==> config.mk <==
export PLATFORM = sky130hd
export DESIGN_NAME = mem_access_bridge_flat
export DESIGN_NICKNAME = d
export VERILOG_FILES = /design/src/rtl/mem_access_bridge_if.sv /design/src/rtl/mem_access_bridge.sv /design/src/flat_wrapper.sv
export SDC_FILE = /design/constraint.sdc
export NUM_CORES = 1
export LEC_CHECK = 0
export BUFFER_PORTS_ARGS = -buffer_cell sky130_fd_sc_hd__buf_2
export CORE_MARGIN = 5
export CORE_UTILIZATION = 33
export DETAILED_ROUTE_END_ITERATION = 8
export PLACE_DENSITY_LB_ADDON = 0.3
export SYNTH_ARGS = -nofsm -noshare
export SYNTH_HDL_FRONTEND = slang
export SYNTH_SLANG_ARGS = --single-unit
==> constraint.sdc <==
create_clock -name clk -period 3.8 [get_ports clk]
set_input_delay 0.57 -clock clk [delete_from_list [all_inputs] [get_ports clk]]
set_output_delay 0.57 -clock clk [all_outputs]
set_load 0.02 [all_outputs]
==> src/rtl/mem_access_bridge_if.sv <==
// ---------------------------------------------------------------------------
// mem_access_bridge_if
//   Bundles the core-side access port and the memory-side req/ack port of
//   mem_access_bridge into one interface.
//   Core side : core_req, core_we, core_addr, core_wdata, core_funct3 (to bridge)
//               core_done, core_err, core_rdata                        (from bridge)
//   Mem side  : mem_req, mem_we, mem_addr, mem_wdata, mem_be           (from bridge)
//               mem_ack, mem_rdata                                     (to bridge)
//   Modports:
//     slave  - the bridge's view (it serves the core and drives the memory)
//     master - the environment's view (core + wait-state memory)
// ---------------------------------------------------------------------------
interface mem_access_bridge_if;
    logic        core_req;
    logic        core_we;
    logic [31:0] core_addr;
    logic [31:0] core_wdata;
    logic [2:0]  core_funct3;
    logic        core_done;
    logic        core_err;
    logic [31:0] core_rdata;
    logic        mem_req;
    logic        mem_we;
    logic [31:0] mem_addr;
    logic [31:0] mem_wdata;
    logic [3:0]  mem_be;
    logic        mem_ack;
    logic [31:0] mem_rdata;

    modport slave (
        input  core_req, core_we, core_addr, core_wdata, core_funct3,
        output core_done, core_err, core_rdata,
        output mem_req, mem_we, mem_addr, mem_wdata, mem_be,
        input  mem_ack, mem_rdata
    );

    modport master (
        output core_req, core_we, core_addr, core_wdata, core_funct3,
        input  core_done, core_err, core_rdata,
        input  mem_req, mem_we, mem_addr, mem_wdata, mem_be,
        output mem_ack, mem_rdata
    );
endinterface

==> src/rtl/mem_access_bridge.sv <==
// ---------------------------------------------------------------------------
// mem_access_bridge
//   Converts a single-cycle core memory access into a req/ack handshake
//   towards a wait-state memory. Stores are lane-formatted (SB/SH/SW by
//   funct3) with byte enables; misaligned stores are rejected without a
//   memory access; requests that see no ack for TIMEOUT cycles are aborted.
//   Loads return the raw word; byte/halfword extraction happens downstream.
//
//   Parameters:
//     TIMEOUT  cycles spent in REQ without mem_ack before aborting (1..255)
//   Ports:
//     clk    rising-edge clock
//     reset  synchronous, active-high
//     bus    mem_access_bridge_if.slave (core-side and memory-side signals)
//
//   All outputs are driven straight from flops.
// ---------------------------------------------------------------------------
module mem_access_bridge #(
    parameter int unsigned TIMEOUT = 255
) (
    input  logic                 clk,
    input  logic                 reset,
    mem_access_bridge_if.slave   bus
);

    typedef enum logic [1:0] {
        ST_IDLE = 2'd0,
        ST_REQ  = 2'd1,
        ST_DONE = 2'd2
    } state_t;

    // Last counter value spent in REQ; the counter starts at 0 on entry, so
    // mem_req is high for exactly TIMEOUT cycles when no ack arrives.
    localparam logic [7:0] CNT_LAST = 8'(TIMEOUT - 32'd1);

    // Byte enables for a store of width funct3 at byte offset off.
    function automatic logic [3:0] store_be(input logic [2:0] f3, input logic [1:0] off);
        logic [3:0] be;
        case (f3)
            3'b000:  be = 4'b0001 << off;
            3'b001:  be = off[1] ? 4'b1100 : 4'b0011;
            default: be = 4'b1111;  // SW and reserved encodings
        endcase
        return be;
    endfunction

    // Replicate right-aligned store data onto every lane it may occupy.
    function automatic logic [31:0] store_data(input logic [2:0] f3, input logic [31:0] wd);
        logic [31:0] d;
        case (f3)
            3'b000:  d = {4{wd[7:0]}};
            3'b001:  d = {2{wd[15:0]}};
            default: d = wd;
        endcase
        return d;
    endfunction

    // Store alignment check; SB can never be misaligned.
    function automatic logic store_misaligned(input logic [2:0] f3, input logic [1:0] off);
        logic mis;
        case (f3)
            3'b000:  mis = 1'b0;
            3'b001:  mis = off[0];
            default: mis = (off != 2'b00);
        endcase
        return mis;
    endfunction

    state_t      state_q,      state_d;
    logic [7:0]  cnt_q,        cnt_d;
    logic        mem_req_q,    mem_req_d;
    logic        mem_we_q,     mem_we_d;
    logic [31:0] mem_addr_q,   mem_addr_d;
    logic [31:0] mem_wdata_q,  mem_wdata_d;
    logic [3:0]  mem_be_q,     mem_be_d;
    logic        core_done_q,  core_done_d;
    logic        core_err_q,   core_err_d;
    logic [31:0] core_rdata_q, core_rdata_d;

    // Next-state and next-output computation for the access FSM.
    always_comb begin
        state_d      = state_q;
        cnt_d        = cnt_q;
        mem_req_d    = mem_req_q;
        mem_we_d     = mem_we_q;
        mem_addr_d   = mem_addr_q;
        mem_wdata_d  = mem_wdata_q;
        mem_be_d     = mem_be_q;
        core_done_d  = 1'b0;
        core_err_d   = 1'b0;
        core_rdata_d = core_rdata_q;

        case (state_q)
            ST_IDLE: begin
                if (bus.core_req) begin
                    if (bus.core_we && store_misaligned(bus.core_funct3, bus.core_addr[1:0])) begin
                        // Rejected store: report straight away, memory untouched.
                        state_d     = ST_DONE;
                        core_done_d = 1'b1;
                        core_err_d  = 1'b1;
                    end else begin
                        state_d    = ST_REQ;
                        cnt_d      = 8'd0;
                        mem_req_d  = 1'b1;
                        mem_we_d   = bus.core_we;
                        mem_addr_d = {bus.core_addr[31:2], 2'b00};
                        if (bus.core_we) begin
                            mem_be_d    = store_be(bus.core_funct3, bus.core_addr[1:0]);
                            mem_wdata_d = store_data(bus.core_funct3, bus.core_wdata);
                        end else begin
                            // Loads always fetch the whole word.
                            mem_be_d    = 4'b1111;
                            mem_wdata_d = bus.core_wdata;
                        end
                    end
                end else begin
                    state_d = ST_IDLE;
                end
            end

            ST_REQ: begin
                // Ack is checked first so it wins over a simultaneous timeout.
                if (bus.mem_ack) begin
                    state_d     = ST_DONE;
                    mem_req_d   = 1'b0;
                    mem_we_d    = 1'b0;
                    core_done_d = 1'b1;
                    core_err_d  = 1'b0;
                    if (!mem_we_q) begin
                        core_rdata_d = bus.mem_rdata;
                    end else begin
                        core_rdata_d = core_rdata_q;
                    end
                end else if (cnt_q == CNT_LAST) begin
                    state_d     = ST_DONE;
                    mem_req_d   = 1'b0;
                    mem_we_d    = 1'b0;
                    core_done_d = 1'b1;
                    core_err_d  = 1'b1;
                end else begin
                    cnt_d = cnt_q + 8'd1;
                end
            end

            ST_DONE: begin
                // core_done/core_err are visible during this state only.
                state_d = ST_IDLE;
            end

            default: begin
                state_d   = ST_IDLE;
                mem_req_d = 1'b0;
                mem_we_d  = 1'b0;
            end
        endcase
    end

    // State and output registers with synchronous reset.
    always_ff @(posedge clk) begin
        if (reset) begin
            state_q      <= ST_IDLE;
            cnt_q        <= 8'd0;
            mem_req_q    <= 1'b0;
            mem_we_q     <= 1'b0;
            mem_addr_q   <= 32'd0;
            mem_wdata_q  <= 32'd0;
            mem_be_q     <= 4'd0;
            core_done_q  <= 1'b0;
            core_err_q   <= 1'b0;
            core_rdata_q <= 32'd0;
        end else begin
            state_q      <= state_d;
            cnt_q        <= cnt_d;
            mem_req_q    <= mem_req_d;
            mem_we_q     <= mem_we_d;
            mem_addr_q   <= mem_addr_d;
            mem_wdata_q  <= mem_wdata_d;
            mem_be_q     <= mem_be_d;
            core_done_q  <= core_done_d;
            core_err_q   <= core_err_d;
            core_rdata_q <= core_rdata_d;
        end
    end

    assign bus.mem_req    = mem_req_q;
    assign bus.mem_we     = mem_we_q;
    assign bus.mem_addr   = mem_addr_q;
    assign bus.mem_wdata  = mem_wdata_q;
    assign bus.mem_be     = mem_be_q;
    assign bus.core_done  = core_done_q;
    assign bus.core_err   = core_err_q;
    assign bus.core_rdata = core_rdata_q;

endmodule

==> src/flat_wrapper.sv <==
// flat-port wrapper written by rule: the top's interface ports become plain ports
module mem_access_bridge_flat 
#(
    parameter int unsigned TIMEOUT = 255
)
  (clk, reset, bus_core_req, bus_core_we, bus_core_addr, bus_core_wdata, bus_core_funct3, bus_core_done, bus_core_err, bus_core_rdata, bus_mem_req, bus_mem_we, bus_mem_addr, bus_mem_wdata, bus_mem_be, bus_mem_ack, bus_mem_rdata);
  mem_access_bridge_if bus_i ();
  input  logic clk;
  input  logic reset;
  input wire logic [$bits(bus_i.core_req)-1:0] bus_core_req;
  input wire logic [$bits(bus_i.core_we)-1:0] bus_core_we;
  input wire logic [$bits(bus_i.core_addr)-1:0] bus_core_addr;
  input wire logic [$bits(bus_i.core_wdata)-1:0] bus_core_wdata;
  input wire logic [$bits(bus_i.core_funct3)-1:0] bus_core_funct3;
  output wire logic [$bits(bus_i.core_done)-1:0] bus_core_done;
  output wire logic [$bits(bus_i.core_err)-1:0] bus_core_err;
  output wire logic [$bits(bus_i.core_rdata)-1:0] bus_core_rdata;
  output wire logic [$bits(bus_i.mem_req)-1:0] bus_mem_req;
  output wire logic [$bits(bus_i.mem_we)-1:0] bus_mem_we;
  output wire logic [$bits(bus_i.mem_addr)-1:0] bus_mem_addr;
  output wire logic [$bits(bus_i.mem_wdata)-1:0] bus_mem_wdata;
  output wire logic [$bits(bus_i.mem_be)-1:0] bus_mem_be;
  input wire logic [$bits(bus_i.mem_ack)-1:0] bus_mem_ack;
  input wire logic [$bits(bus_i.mem_rdata)-1:0] bus_mem_rdata;
  assign bus_i.core_req = bus_core_req;
  assign bus_i.core_we = bus_core_we;
  assign bus_i.core_addr = bus_core_addr;
  assign bus_i.core_wdata = bus_core_wdata;
  assign bus_i.core_funct3 = bus_core_funct3;
  assign bus_core_done = bus_i.core_done;
  assign bus_core_err = bus_i.core_err;
  assign bus_core_rdata = bus_i.core_rdata;
  assign bus_mem_req = bus_i.mem_req;
  assign bus_mem_we = bus_i.mem_we;
  assign bus_mem_addr = bus_i.mem_addr;
  assign bus_mem_wdata = bus_i.mem_wdata;
  assign bus_mem_be = bus_i.mem_be;
  assign bus_i.mem_ack = bus_mem_ack;
  assign bus_i.mem_rdata = bus_mem_rdata;
  mem_access_bridge #(.TIMEOUT(TIMEOUT)) u_core (.clk(clk), .reset(reset), .bus(bus_i));
endmodule
==> flow_summary_export.csv <==
group,metric,value,unit
timing,setup_violations,0,
power,p_int,0.001851,W
timing,drv_slew,0,
timing,fmax,429.6,MHz
floorplan,initial_utilization,33.30,%
synth,yosys-top-cells-count,"169 x nand2_1, 112 x dfxtp_1, 95 x a21oi_1",
floorplan,fp.coreArea,0.01314,mm^2
detailed_routing,vias_per_cell,4.827,
power,vdd_ir_drop_max,0.0001995,V
synth,ys_ff_latch,112,
power,clkPwrFrac,34.2,%
cts,cts_buffers,9,
power,seq_power_share,49.8,%
layout,fill_cells,1342,
global_route,grtUsageTotal,16.00,%
synth,synthArstFlopShare,0,%
detailed_routing,route.detailed.drc,0,
setup_path,cp_max_fo,54,
synth,synth_edf_count,0,
synth,ys_warn_count,0,
place,numPlacedInstances,880,
synth,syn_inst,534,
layout,final_util,43.85,%
power,combinationalPowerShare,16.0,%
cts,root_buffer,"clkbuf_16",
global_route,grt_remaining_overflow,0,
timing,tns,0,ns
run_status,status,"finished, final reports clean",
place,portBuffers,205,
detailed_routing,vias,4325,
setup_path,cp.arrival,2.59,ns
floorplan,dieWidth,125.1,um
synth,synth-seq-area-share,51.24,%
cts,cts_resized,0,
cts,clock_latency,0.34,ns
global_route,grt_pass1_wl,20.86,mm
floorplan,pin_count,208,
synth,synth.area.top_cells,"dfxtp_1 51%, nand2_1 14%, a21oi_1 11%",
detailed_routing,ant_nets,0,
cts,cts_tree,"yes",
timing,worst_pin_slew,1.248,ns
place,dpl.hpwl,9.550,mm
floorplan,rows,42,
timing,hold_viol_final,0,
cts,clkTransAtPathRegs,0.07,ns
floorplan,die_height,125.1,um
setup_path,cp-start-kind,"register",
layout,final_layout_size_suffix_gt1_share,32.22,%
global_route,antenna_found_initial,1,
detailed_routing,wl_per_cell,14.29,um
layout,instances_no_fill,896,
timing,relSlewSlack,16.74,%
job,drv_cap,0,
detailed_routing,dr.pass1.iters,4,
power,power_leakage,2.517,nW
setup_path,critPathKind,"register to register",
cts,cts_hold_buf,0,
timing,rsz0062_at_grt,"no",
layout,syn_to_final_growth,31.66,%
synth,syn_avg_cell_area,8.194,um^2
setup_path,worstPathRequired,4.06,ns
synth,synth_cell_types,42,
synth,synthMostInstantiatedCell,"nand2_1",
detailed_routing,drt_iter0_drc,176,
cts,postCtsSetupRepairBufs,0,
synth,synth_top_cell_by_area,"dfxtp_1",
power,power.share.switching,27.62,%
timing,timing.final.crit_period,2.328,ns
cts,clockBufferDepth,2,
detailed_routing,wl,12.80,mm
synth,synth.top_cell.area_share,51.24,%
synth,synth-main-ff-cell,"dfxtp_1",
timing,skew,0.005485,ns
cts,htreeDepth,3,
synth,syn-cell-area,0.004375,mm^2
global_route,first_global_vias,4347,
floorplan,die_area,0.01566,mm^2
layout,n_antenna_cell,0,
global_route,grt_start_max_net_pins,65,
place,gp_congestion,0.8162,
cts,cts_num_sinks,112,
power,p_per_area,443.9,mW/mm^2
layout,layout.nets,821,
setup_path,end_kind,"register",
min_path,hp-class,"register to register",
power,p_sw,0.0007064,W
timing,min_period_over_period,61.26,%
==> final cells by class <==
class,instances,area (um^2),share of cell area (%)
sequential,112,2242,38.92
clock inverter,4,28.78,0.4996
multi-input combinational,377,1938,33.64
inverter,5,18.77,0.3258
timing repair buffer,210,1066,18.51
clock buffer,12,246.5,4.279
tap,176,220.2,3.823
==> layout by cell type (no fill, tap or decap), drive strengths merged, types with 3 or more instances in the layout <==
cell type  count
clkbuf        12
dfxtp        112
nand3          6
nor3b          4
o21ai          7
inv            6
nand2b         3
or4            3
a21oi         95
nor3           3
o31ai          3
buf          210
o211ai        17
mux2i         16
nand2        169
nor2          18
a211oi         8
==> per-layer routing <==
layer,track usage (%),part of all wire (%),wire [um]
met1,18.14,40,5161
met2,27.87,50,6384
met3,4.478,7.1,904
met4,7.398,2.7,340
met5,0,0.10,13
==> power by group through the flow <==
stage / clock (W) / combinational (W) / sequential (W)
after detailed placement: 0 / 0.000415 / 0.00130
after global routing: 0.000958 / 0.000455 / 0.00128
after floorplan: 0 / 0.000177 / 0.00138
after global placement: 0 / 0.000407 / 0.00130
after CTS: 0.000912 / 0.000416 / 0.00127
final: 0.000874 / 0.000410 / 0.00127
==> through the flow <==
stage / setup WS, ns / cell area, um^2 / hold WS (ns) / total power (W)
finish: 1.472 / 5761 / 0.4537 / 0.002557
global route: 1.252 / 5761 / 0.4456 / 0.002693
CTS: 1.476 / 5761 / 0.4420 / 0.002602
detailed placement: 1.194 / 5485 / 0.4434 / 0.001716
global placement: 1.313 / 5485 / 0.4383 / 0.001705
floorplan: 2.205 / 4379 / 0.4521 / 0.001553
==> cells by family (layout without fill, tap and decap cells) <==
family                   count (synthesis)  after routing  synth area share (%)
buffers and inverters                   46            231                 4.947
AO/OA/AOI/OAI                          138            138                 18.07
flip-flops                             112            112                 51.24
XOR/XNOR                                 3              3                0.6006
other                                    1              2               0.08571
AND/OR/NAND/NOR                        216            216                 20.82
multiplexers                            16             16                 3.660
adder cells (fa/ha/maj)                  2              2                0.5718
==> final timing paths <==
kind | from | to | slack [ns] | cells after the start
max | u_core.state_q[1] | u_core.bus.mem_addr[28] | 1.47 | 5
min | u_core.bus.mem_addr[30] | u_core.bus.mem_addr[30] | 0.45 | 2
max reg2reg | u_core.state_q[1] | u_core.bus.mem_addr[28] | 1.47 | 5
min reg2reg | u_core.bus.mem_addr[30] | u_core.bus.mem_addr[30] | 0.45 | 2
==> critical path, cell delays in order, from the launching register on <==
cell and delay, ns:
dfxtp_1 0.38, nor3b_2 0.31, and3_2 0.89, buf_4 0.39, nand2_1 0.09, a21oi_1 0.14
==> registers in the layout, indices dropped and copies added, names as in the netlist <==
name                   count
u_core.bus.core_rdata     32
u_core.bus.mem_wdata      32
u_core.bus.mem_addr       30
u_core.cnt_q               8
u_core.bus.mem_be          4
u_core.state_q             2
u_core.bus.core_done       1
u_core.bus.core_err        1
u_core.bus.mem_req         1
u_core.bus.mem_we          1
Note: power is estimated with default switching activity, not from simulation.
